**src/rtl/mips_pkg.sv**
```systemverilog
// Shared definitions for the multicycle MIPS core: opcodes, function codes,
// FSM state encoding, ALU operation codes and small decode helpers.
package mips_pkg;

  localparam logic [5:0] OP_RTYPE = 6'h00;
  localparam logic [5:0] OP_J     = 6'h02;
  localparam logic [5:0] OP_JAL   = 6'h03;
  localparam logic [5:0] OP_BEQ   = 6'h04;
  localparam logic [5:0] OP_BNE   = 6'h05;
  localparam logic [5:0] OP_ADDI  = 6'h08;
  localparam logic [5:0] OP_ANDI  = 6'h0C;
  localparam logic [5:0] OP_ORI   = 6'h0D;
  localparam logic [5:0] OP_LUI   = 6'h0F;
  localparam logic [5:0] OP_LW    = 6'h23;
  localparam logic [5:0] OP_SW    = 6'h2B;

  localparam logic [5:0] FN_SLL = 6'h00;
  localparam logic [5:0] FN_SRL = 6'h02;
  localparam logic [5:0] FN_JR  = 6'h08;
  localparam logic [5:0] FN_ADD = 6'h20;
  localparam logic [5:0] FN_SUB = 6'h22;
  localparam logic [5:0] FN_AND = 6'h24;
  localparam logic [5:0] FN_OR  = 6'h25;
  localparam logic [5:0] FN_NOR = 6'h27;
  localparam logic [5:0] FN_SLT = 6'h2A;

  typedef enum logic [2:0] {
    S_FETCH     = 3'd0,
    S_DECODE    = 3'd1,
    S_EXECUTE   = 3'd2,
    S_MEM       = 3'd3,
    S_WRITEBACK = 3'd4,
    S_TRAP      = 3'd5
  } state_t;

  typedef enum logic [3:0] {
    ALU_ADD, ALU_SUB, ALU_AND, ALU_OR, ALU_NOR,
    ALU_SLT, ALU_SLL, ALU_SRL, ALU_LUI
  } alu_op_t;

  function automatic logic is_supported(input logic [5:0] opcode, input logic [5:0] funct);
    logic ok;
    ok = 1'b0;
    case (opcode)
      OP_RTYPE: begin
        case (funct)
          FN_SLL, FN_SRL, FN_JR, FN_ADD, FN_SUB,
          FN_AND, FN_OR, FN_NOR, FN_SLT: ok = 1'b1;
          default: ok = 1'b0;
        endcase
      end
      OP_J, OP_JAL, OP_BEQ, OP_BNE, OP_ADDI, OP_ANDI,
      OP_ORI, OP_LUI, OP_LW, OP_SW: ok = 1'b1;
      default: ok = 1'b0;
    endcase
    return ok;
  endfunction

  // Branches use SUB so ALUOut holds the comparison difference.
  function automatic alu_op_t alu_op_for(input logic [5:0] opcode, input logic [5:0] funct);
    alu_op_t op;
    op = ALU_ADD;
    case (opcode)
      OP_RTYPE: begin
        case (funct)
          FN_SUB:  op = ALU_SUB;
          FN_AND:  op = ALU_AND;
          FN_OR:   op = ALU_OR;
          FN_NOR:  op = ALU_NOR;
          FN_SLT:  op = ALU_SLT;
          FN_SLL:  op = ALU_SLL;
          FN_SRL:  op = ALU_SRL;
          default: op = ALU_ADD;
        endcase
      end
      OP_BEQ, OP_BNE: op = ALU_SUB;
      OP_ANDI:        op = ALU_AND;
      OP_ORI:         op = ALU_OR;
      OP_LUI:         op = ALU_LUI;
      default:        op = ALU_ADD;
    endcase
    return op;
  endfunction

endpackage

```
**src/rtl/mips_mc_register_file.sv**
```systemverilog
// 32x32 register file: two asynchronous reads, one synchronous write,
// asynchronous active-low reset with $sp preset. r0 is hardwired to zero.
module mips_mc_register_file
  import mips_pkg::*;
#(
  parameter logic [31:0] SP_INIT = 32'h7FFF_EFFC
) (
  input  logic        clk,
  input  logic        reset,
  input  logic [4:0]  raddr_a,
  input  logic [4:0]  raddr_b,
  input  logic        we,
  input  logic [4:0]  waddr,
  input  logic [31:0] wdata,
  output logic [31:0] rdata_a,
  output logic [31:0] rdata_b
);

  logic [31:0] regs [32];

  always_ff @(posedge clk or negedge reset) begin
    if (!reset) begin
      for (int i = 0; i < 32; i++) begin
        regs[i] <= (i == 29) ? SP_INIT : 32'd0;
      end
    end else if (we && (waddr != 5'd0)) begin
      regs[waddr] <= wdata;
    end
  end

  assign rdata_a = (raddr_a == 5'd0) ? 32'd0 : regs[raddr_a];
  assign rdata_b = (raddr_b == 5'd0) ? 32'd0 : regs[raddr_b];

endmodule

```
**src/rtl/mips_multicycle_core.sv**
```systemverilog
// Multicycle MIPS subset core: FETCH/DECODE/EXECUTE/MEM/WRITEBACK FSM with a
// single shared memory port and an absorbing TRAP state for faults.
module mips_multicycle_core
  import mips_pkg::*;
#(
  parameter logic [31:0] RESET_PC = 32'h0040_0000,
  parameter logic [31:0] SP_INIT  = 32'h7FFF_EFFC
) (
  input  logic        clk,
  input  logic        reset,
  output logic        mem_req_o,
  output logic        mem_we_o,
  output logic [31:0] mem_addr_o,
  output logic [31:0] mem_wdata_o,
  input  logic        mem_ready_i,
  input  logic [31:0] mem_rdata_i,
  output logic [31:0] alu_result_o,
  output logic [2:0]  state_o,
  output logic        trap_o
);

  state_t      state;
  logic        run;
  logic [31:0] pc, ir, a, b, imm, alu_out, mdr;
  logic [31:0] rs_data, rt_data;
  logic [31:0] alu_y, alu_src_b;
  logic        rf_we;
  logic [4:0]  rf_waddr;
  logic [31:0] rf_wdata;
  alu_op_t     alu_op;

  logic [5:0] opcode, funct;
  logic [4:0] rs, rt, rd, shamt;
  logic       fetch_misaligned, mem_misaligned;

  assign opcode = ir[31:26];
  assign rs     = ir[25:21];
  assign rt     = ir[20:16];
  assign rd     = ir[15:11];
  assign shamt  = ir[10:6];
  assign funct  = ir[5:0];

  assign fetch_misaligned = (pc[1:0] != 2'b00);
  assign mem_misaligned   = (alu_out[1:0] != 2'b00);

  mips_mc_register_file #(.SP_INIT(SP_INIT)) u_regfile (
    .clk     (clk),
    .reset   (reset),
    .raddr_a (rs),
    .raddr_b (rt),
    .we      (rf_we),
    .waddr   (rf_waddr),
    .wdata   (rf_wdata),
    .rdata_a (rs_data),
    .rdata_b (rt_data)
  );

  // run stays low until the first edge after reset, so no request is visible during reset.
  assign mem_req_o   = run && (((state == S_FETCH) && !fetch_misaligned) ||
                               ((state == S_MEM) && !mem_misaligned));
  assign mem_we_o    = (state == S_MEM) && (opcode == OP_SW);
  assign mem_addr_o  = (state == S_MEM) ? alu_out : pc;
  assign mem_wdata_o = b;
  assign alu_result_o = alu_out;
  assign state_o      = state;
  assign trap_o       = (state == S_TRAP);

  assign alu_op    = alu_op_for(opcode, funct);
  assign alu_src_b = ((opcode == OP_RTYPE) || (opcode == OP_BEQ) || (opcode == OP_BNE)) ? b : imm;

  always_comb begin
    alu_y = 32'd0;
    case (alu_op)
      ALU_ADD: alu_y = a + alu_src_b;
      ALU_SUB: alu_y = a - alu_src_b;
      ALU_AND: alu_y = a & alu_src_b;
      ALU_OR:  alu_y = a | alu_src_b;
      ALU_NOR: alu_y = ~(a | alu_src_b);
      ALU_SLT: alu_y = {31'd0, ($signed(a) < $signed(alu_src_b))};
      ALU_SLL: alu_y = b << shamt;
      ALU_SRL: alu_y = b >> shamt;
      ALU_LUI: alu_y = {imm[15:0], 16'd0};
      default: alu_y = 32'd0;
    endcase
  end

  // jal links in EXECUTE using the already-incremented PC.
  always_comb begin
    rf_we    = 1'b0;
    rf_waddr = 5'd0;
    rf_wdata = 32'd0;
    if ((state == S_EXECUTE) && (opcode == OP_JAL)) begin
      rf_we    = 1'b1;
      rf_waddr = 5'd31;
      rf_wdata = pc;
    end else if (state == S_WRITEBACK) begin
      rf_we    = 1'b1;
      rf_waddr = (opcode == OP_RTYPE) ? rd : rt;
      rf_wdata = (opcode == OP_LW) ? mdr : alu_out;
    end
  end

  always_ff @(posedge clk or negedge reset) begin
    if (!reset) begin
      state   <= S_FETCH;
      run     <= 1'b0;
      pc      <= RESET_PC;
      ir      <= 32'd0;
      a       <= 32'd0;
      b       <= 32'd0;
      imm     <= 32'd0;
      alu_out <= 32'd0;
      mdr     <= 32'd0;
    end else begin
      run <= 1'b1;
      case (state)
        S_FETCH: begin
          if (run) begin
            if (fetch_misaligned) begin
              state <= S_TRAP;
            end else if (mem_ready_i) begin
              ir    <= mem_rdata_i;
              pc    <= pc + 32'd4;
              state <= S_DECODE;
            end
          end
        end
        S_DECODE: begin
          a     <= rs_data;
          b     <= rt_data;
          imm   <= ((opcode == OP_ORI) || (opcode == OP_ANDI)) ?
                   {16'd0, ir[15:0]} : {{16{ir[15]}}, ir[15:0]};
          state <= is_supported(opcode, funct) ? S_EXECUTE : S_TRAP;
        end
        S_EXECUTE: begin
          alu_out <= alu_y;
          case (opcode)
            OP_BEQ: begin
              if (a == b) pc <= pc + {imm[29:0], 2'b00};
              state <= S_FETCH;
            end
            OP_BNE: begin
              if (a != b) pc <= pc + {imm[29:0], 2'b00};
              state <= S_FETCH;
            end
            OP_J, OP_JAL: begin
              pc    <= {pc[31:28], ir[25:0], 2'b00};
              state <= S_FETCH;
            end
            OP_LW, OP_SW: state <= S_MEM;
            OP_RTYPE: begin
              if (funct == FN_JR) begin
                pc    <= a;
                state <= S_FETCH;
              end else begin
                state <= S_WRITEBACK;
              end
            end
            default: state <= S_WRITEBACK;
          endcase
        end
        S_MEM: begin
          if (mem_misaligned) begin
            state <= S_TRAP;
          end else if (mem_ready_i) begin
            if (opcode == OP_LW) begin
              mdr   <= mem_rdata_i;
              state <= S_WRITEBACK;
            end else begin
              state <= S_FETCH;
            end
          end
        end
        S_WRITEBACK: state <= S_FETCH;
        S_TRAP:      state <= S_TRAP;
        default:     state <= S_TRAP;
      endcase
    end
  end

endmodule

```
**config.mk**
```make
export PLATFORM = sky130hd
export DESIGN_NAME = mips_multicycle_core
export DESIGN_NICKNAME = d
export VERILOG_FILES = /design/src/rtl/mips_pkg.sv /design/src/rtl/mips_mc_register_file.sv /design/src/rtl/mips_multicycle_core.sv
export SDC_FILE = /design/constraint.sdc
export NUM_CORES = 2
export LEC_CHECK = 0
export BUFFER_PORTS_ARGS = -buffer_cell sky130_fd_sc_hd__buf_4
export CORE_ASPECT_RATIO = 0.7
export CORE_UTILIZATION = 50
export DETAILED_ROUTE_END_ITERATION = 6
export PLACE_DENSITY = 0.73
export SETUP_SLACK_MARGIN = 0.3
export SLEW_MARGIN = 20
export SYNTH_ARGS = -nofsm -noshare
export SYNTH_HDL_FRONTEND = slang
export SYNTH_SLANG_ARGS = --single-unit
```
**constraint.sdc**
```tcl
create_clock -name clk -period 12.9 [get_ports clk]
set_input_delay 3.87 -clock clk [delete_from_list [all_inputs] [get_ports clk]]
set_output_delay 3.87 -clock clk [all_outputs]
set_load 0.02 [all_outputs]
```
======== Word level (Yosys, flattened, before mapping) ========
Index checks and enable logic that the tools add are counted.
storage, ports and cells
  register bits ........................... 1252
  latch bits .............................. 0
  RAM bits ................................ 0
  memory bits (read-only) ................. 0
  input bits .............................. 35
  output and inout port bits .............. 102
  logic and storage cells ................. 185
  memories kept ........................... 0
operators by class
  $add $sub $neg .......................... 4
  multipliers ............................. 0
  divide/modulo/power cells ............... 0
  magnitude comparators ................... 5
  equal/unequal tests ..................... 44
  shifts and indexed selects .............. 2
  multiplexer cells ....................... 46
  bitwise gates (word level) .............. 8
  reductions and logical operators ........ 34
operators by type and width
  cell                   count
  $bwmux 1024            1
  $mux 32                19
  $bmux 32 s5            2
  $pmux 32 s9            1
  $demux 32 s5           1
  $pmux 32 s4            1
  $add 32x32->32         2
  $pmux 32 s2            1
  $eq 6x6->1 const B     8
  $add 32x3->32 const B  1
  $and 32x32->32         1
  $eq 32x32->1           1
  $lt 32x32->1           1
  $ne 32x32->1           1
  $not 32->32            1
  $or 32x32->32          1
  $shl 32x5->32          1
  $shr 32x5->32          1
  $sub 32x32->32         1
  $eq 6x4->1 const B     5
  $mux 3                 8
  $pmux 3 s7             1
  $pmux 4 s5             1
  $eq 6x2->1 const B     3
  39 further kinds       79

======== Longest topological paths before layout ========
  depth after elaboration ................. 10
  mapped depth ............................ 21
  gate-level depth less buffers ........... 17

======== Hierarchy ========
A second synthesis with hierarchy kept.
unflattened totals
  cells, all modules ...................... 6219
  area, all modules ....................... 75499.9 µm²
by module, submodules not included
  module                 times used  cells an instance  area each (µm²)  seq. area each (µm²)
  mips_mc_register_file  1           3514               54197.0          25659.6
  mips_multicycle_core   1           2705               21302.9          5331.4

======== Worst setup path before layout ========
Ideal clock, no wire load.
  path kind ............................... register -> output
  from .................................... register state[1] (netlist: state_o[1])
  to ...................................... output port mem_req_o
  arrival ................................. 1.854 ns
  required time ........................... 9.030 ns
  path slack .............................. 7.176 ns
  stages on the path, launching flop included .. 6
  buffers on the path ..................... 1
  cells stage by stage .................... dfrtp_1 buf_2 nand2_1 or2_2 or3_1 a21boi_0
between the ends
  word-level cells in the longest chain between the ends .. 4
  elaborated cells between the ends (all ways) .. 6
  those cells by class .................... eq/ne (1); reduce/logical (5)
ends and longest elaborated chain
  item                                           line                                                    source
  start: declaration                             mips_multicycle_core.sv:22                              state_t state;
  start signal: assignment                       mips_multicycle_core.sv:133                             state <= is_supported(opcode, funct) ? S_EXECUTE : S_TRAP;
  $eq 3x2->1 or $logic_not 3->1 (tied branches)  mips_multicycle_core.sv:60, mips_multicycle_core.sv:59
  $logic_and 1x1->1 (on tied branches)           mips_multicycle_core.sv:60, mips_multicycle_core.sv:59
  $logic_or 1x1->1 *                             mips_multicycle_core.sv:59                              assign mem_req_o = run && (((state == S_FETCH) && !fetch_misaligned) ||
  $logic_and 1x1->1 *                            mips_multicycle_core.sv:59
  end: declaration                               mips_multicycle_core.sv:11                              output logic mem_req_o,
Every way passes the cells marked *; elsewhere a longest branch is shown, timed or not.

======== Final worst setup path ========
Ends and elaborated chain as after synthesis.

==> impl.org <==
** Setup path
- Critical-path cell list :: nand2_1, or2_2, or3_1, a21boi_0, buf_4
- Endpoint required time on the critical path :: 9.03 ns
- Data arrival, critical path :: 2.86 ns
- The startpoint identified for the worst register-to-register timing path is ir[30].
- Cell with the largest stage delay on the worst path :: dfrtp_1
- The number of buffers and inverters on the critical path is 1.
- Counting buffers and inverters, the worst setup path is 5 cells deep.
- Counting cells, the worst reg-to-reg path comes to 18.
- Reg2Reg Capture Point :: alu_result_o[0]
- STA classifies the critical path startpoint as a flop.
- The critical path is of the reg -> out type.
- CP Max Fanout :: 30
- Grouping stages by cell kind, the critical path spends the most delay in simple AND/OR/NAND/NOR gates.
- In this design, the stage delay of the slowest critical-path cell is 0.57 ns.
- Sort of element at the end of the critical path :: output pin
- Setup slack on the worst reg-to-reg path comes out at 6.45 ns.

** STA
- The final critical path takes up 52.1% of the cycle.
- Finish-stage setup viols :: 0
- Setup repair after global routing left no endpoint under its margin.
- Count of final hold-check violations :: 0
- On the final layout, the worst clock skew is 0.0269 ns.
- Headroom to the max-slew limit came out at 13.1%.
- Worst slack on hold paths :: 0.400 ns
- At the pin with the least slew margin, the transition time is 1.29 ns.
- The worst path needs 6.73 ns of the cycle, external delays included.
- Achievable Freq :: 149 MHz
- Summed over all failing endpoints, the final setup total negative slack is 0 ns.
- The number of pins with negative max-slew slack in the final report was 0.

** Cells and area
- Fin cells :: 9402
- Of the cells placed in the final design, the portion with a size suffix greater than 1 is 17.1%.
- Area of all placed cells without fillers :: 80400 um2
- Measured on the finished design, the core utilization comes to 55.1%.
- Number of nets in the finished design :: 7488
- Layout Area Growth over Synthesis :: 8.97%

** Synth
- Among all flip-flop cells after synthesis, the most frequent one is dfrtp_1.
- dfrtp_1 takes more of the synthesized area than any other cell.
- Of the post-synthesis cell area, the part taken by muxes is 20.1%.
- A synthesized cell averages 9.65 um2.
- Yosys attributes the largest share of cell area to dfrtp_1, mux4_2, a21oi_1.
- The share of synthesized area in the top cell type comes to 41.0%.
- When the netlist entered floorplanning its net count stood at 7804.
- The synthesized design contains 0 enable-type register cells.
- The mapped netlist covers 73700 um2.
- Main combinational cell family by area after synthesis :: multiplexers
- Synth cell types :: 98
- Synth Warn # :: 0
- Summing the areas of all compound-gate instances in the mapped netlist gives 18.1% of the synthesized area.
- Post-Synthesis Cells :: 7640
- Share of synthesized cell area in full adder, half adder and majority cells :: 2.22%
- Fraction of the mapped netlist area in simple logic gates :: 11.7%
- Fraction of the yosys area taken by sequential cells :: 42.0%
- Xor-xnor portion of the synthesized cell area :: 1.02%
- Fraction of registers with async set/reset :: 100%
- Synthesis inferred 1237 register bits.

** Place
- Buffers placed on the I/O ports in this run total 136.
- Post-DP HPWL :: 197 mm
- Total instance count after detailed placement :: 9163
- At the end of routability-driven placement, the weighted congestion stood at 1.10.
- Placement-stage cell area :: 76100 um2

** Floorplan
- For this configuration, the core starts out at a cell density of 50.5%.
- Measured along the x axis, the die boundary spans 461 um.
- In this run the core area contains 117 standard-cell rows.
- During I/O placement, the number of pins put on the boundary was 137.
- The core region is 146000 um2.
- The die is 323 um tall.
- The die covers 149000 um2.

** Clock network
- CTS built an H-tree with a depth of 3.
- Total setup buffers inserted after CTS :: 0
- Number of instances resized during post-cts repair :: 0
- TritonCTS clock tree :: done
- After clock tree synthesis, the flow added hold-fix buffers numbering 0.
- Buffer levels on the longest clock path :: 3
- The clock reaches the later pin of the worst-skew pair after 0.78 ns.
- In this run the clock root is driven by a clkbuf_16.
- The clock net in this run drives a total of 1237 sinks.
- Clock-pin slew was measured on the worst setup and hold paths at 0.07 ns.
- Clock tree synthesis inserted a total of 118 buffers.

** Run
- Across the run, the number of max-cap violations was 0.

** Detailed routing
- The first detailed-routing pass took 6 iterations.
- After the first detailed-routing iteration, the DRC count stood at 10107.
- In the final routed layout, each cell accounts on average for 32.3 um.
- After detailed routing, the total wire length is 304 mm.
- Detailed-route DRC error count :: 8
- After detailed routing, the number of vias per cell comes to 6.94.
- In this run the remaining antenna-violating nets after routing total 0.
- Via count of the routed design :: 65236

** Status
- Violations in the final reports :: design-rule violations
- The flow ran to the end, but the final reports show violations.

** Hold path
- The worst hold path terminates at u_regfile.regs[1015].
- The worst hold path begins at u_regfile.regs[1015].
- The worst hold path passes through 0 cells.
- The worst hold path belongs to the class reg -> reg.

** Power
- Cell area power density :: 247 nW/um2
- Summed over all cells, the static leakage comes to 34.2 nW.
- VDD sags by at most 210 uV.

** Global route
- The first global-routing pass estimated 434 mm of wire.
- Overall track demand over capacity in global routing :: 40.3%
- Maximum number of pins on one net before global-route repair :: 187
- The number of antenna violations at the first check in global routing is 19.
- The number of global-route vias before repair came to 60835.
- Congestion Overflow GR :: 0
[stage by stage]
stage	setup WS (ns)	power, mW
detailed placement	6.58	15.4
finish	6.17	19.8
global route	6.01	20.4
CTS	6.19	19.3
floorplan	7.18	11.6
global placement	6.62	15.3
[placed cells by master, fill, tap and decap left out, types with 20 or more instances in the layout]
cell,synthesis,layout
xnor2_1,70,70
nand3_1,53,53
nor3_1,75,74
inv_1,115,114
mux2_2,179,179
dfrtp_1,1208,1194
o21ai_0,798,794
o21ai_1,43,47
a221oi_1,68,68
a21o_1,41,40
o221ai_1,88,88
buf_4,15,300
a31oi_1,39,38
nand2_1,1010,991
clkinv_2,0,25
mux2i_1,380,380
and3_1,25,24
clkbuf_1,525,20
nor2_1,695,691
o22ai_1,135,135
a21oi_1,812,778
mux4_2,395,395
o211ai_1,46,46
nand4_1,32,32
clkbuf_8,0,20
ha_1,126,126
clkbuf_16,0,119
nand2b_1,33,31
a211oi_1,44,44
a21oi_2,0,25
dfstp_2,29,29
a22o_1,35,35
[per-layer routing]
metal | wire, um | vias to the layer above | global-route usage, %
met5 | 135 | - | 0
met4 | 13900 | 14 | 16.1
met3 | 49200 | 838 | 18.5
met2 | 119000 | 4787 | 52.5
met1 | 122000 | 32569 | 57.3
li1 | - | 27028 | -
[cell usage after synthesis, types with 15 or more instances]
cell and number:
a21o_1 41, or2_2 17, buf_1 53, buf_4 15, nor2_1 695, buf_2 146
xor2_1 16, o22ai_1 135, a21oi_1 812, o21ai_1 43, nand2b_1 33, nand4_1 32
o31ai_1 18, and3_1 25, o21a_1 17, o21ai_0 798, mux2_2 179, clkbuf_1 525
mux2i_1 380, dfstp_2 29, nand2_1 1010, o211ai_1 46, a211oi_1 44, mux4_2 395
dfrtp_1 1208, ha_1 126, a221oi_1 68, a22o_1 35, a31oi_1 39, inv_1 115
o21bai_1 15, xnor2_1 70, nor2b_1 16, nor3_1 75, o221ai_1 88, nand3_1 53
or3_1 17
[worst max-delay path by stage]
stage,start,to
floorplan,state_o[1],mem_req_o
global placement,mem_ready_i,pc[16]
detailed placement,reset,ir[16]
CTS,state_o[1],mem_req_o
global route,state_o[1],mem_req_o
finish,state_o[1],mem_req_o
[sequential cells by signal (all words and copies together), names as in the netlist]
signal          count
state_o             3
alu_result_o       32
pc                 32
ir                 32
mem_wdata_o        32
a                  32
imm                17
run                 1
u_regfile.regs   1024
mdr                32
[area by class of cell]
type                       instances  area [um2]
fill                           12655       65600
multi-input combinational       5535       39700
sequential                      1237       31000
clock buffer                     159        3330
timing repair buffer             314        2500
tap                             1963        2460
clock inverter                    65         887
inverter                         118         443
antenna                           11        27.5
[cells by family (layout without fill, tap and decap cells)]
kind of cell	Yosys count	count (layout)
AND/OR/NAND/NOR	2053	2053
XOR/XNOR	86	86
multiplexers	960	960
other	1	12
adder cells (fa/ha/maj)	129	129
flip-flops	1237	1237
AO/OA/AOI/OAI	2306	2306
buffers and inverters	868	656
[report_power, final]
| group | internal [mW] | switching, mW | leakage [nW] |
|---|---|---|---|
| logic | 3.43 | 6.59 | 15.4 |
| registers | 4.57 | 1.38 | 16.8 |
| clock network | 2.18 | 1.68 | 2.06 |
| total | 10.2 | 9.64 | 34.2 |
Note: power is estimated with default switching activity, not from simulation.
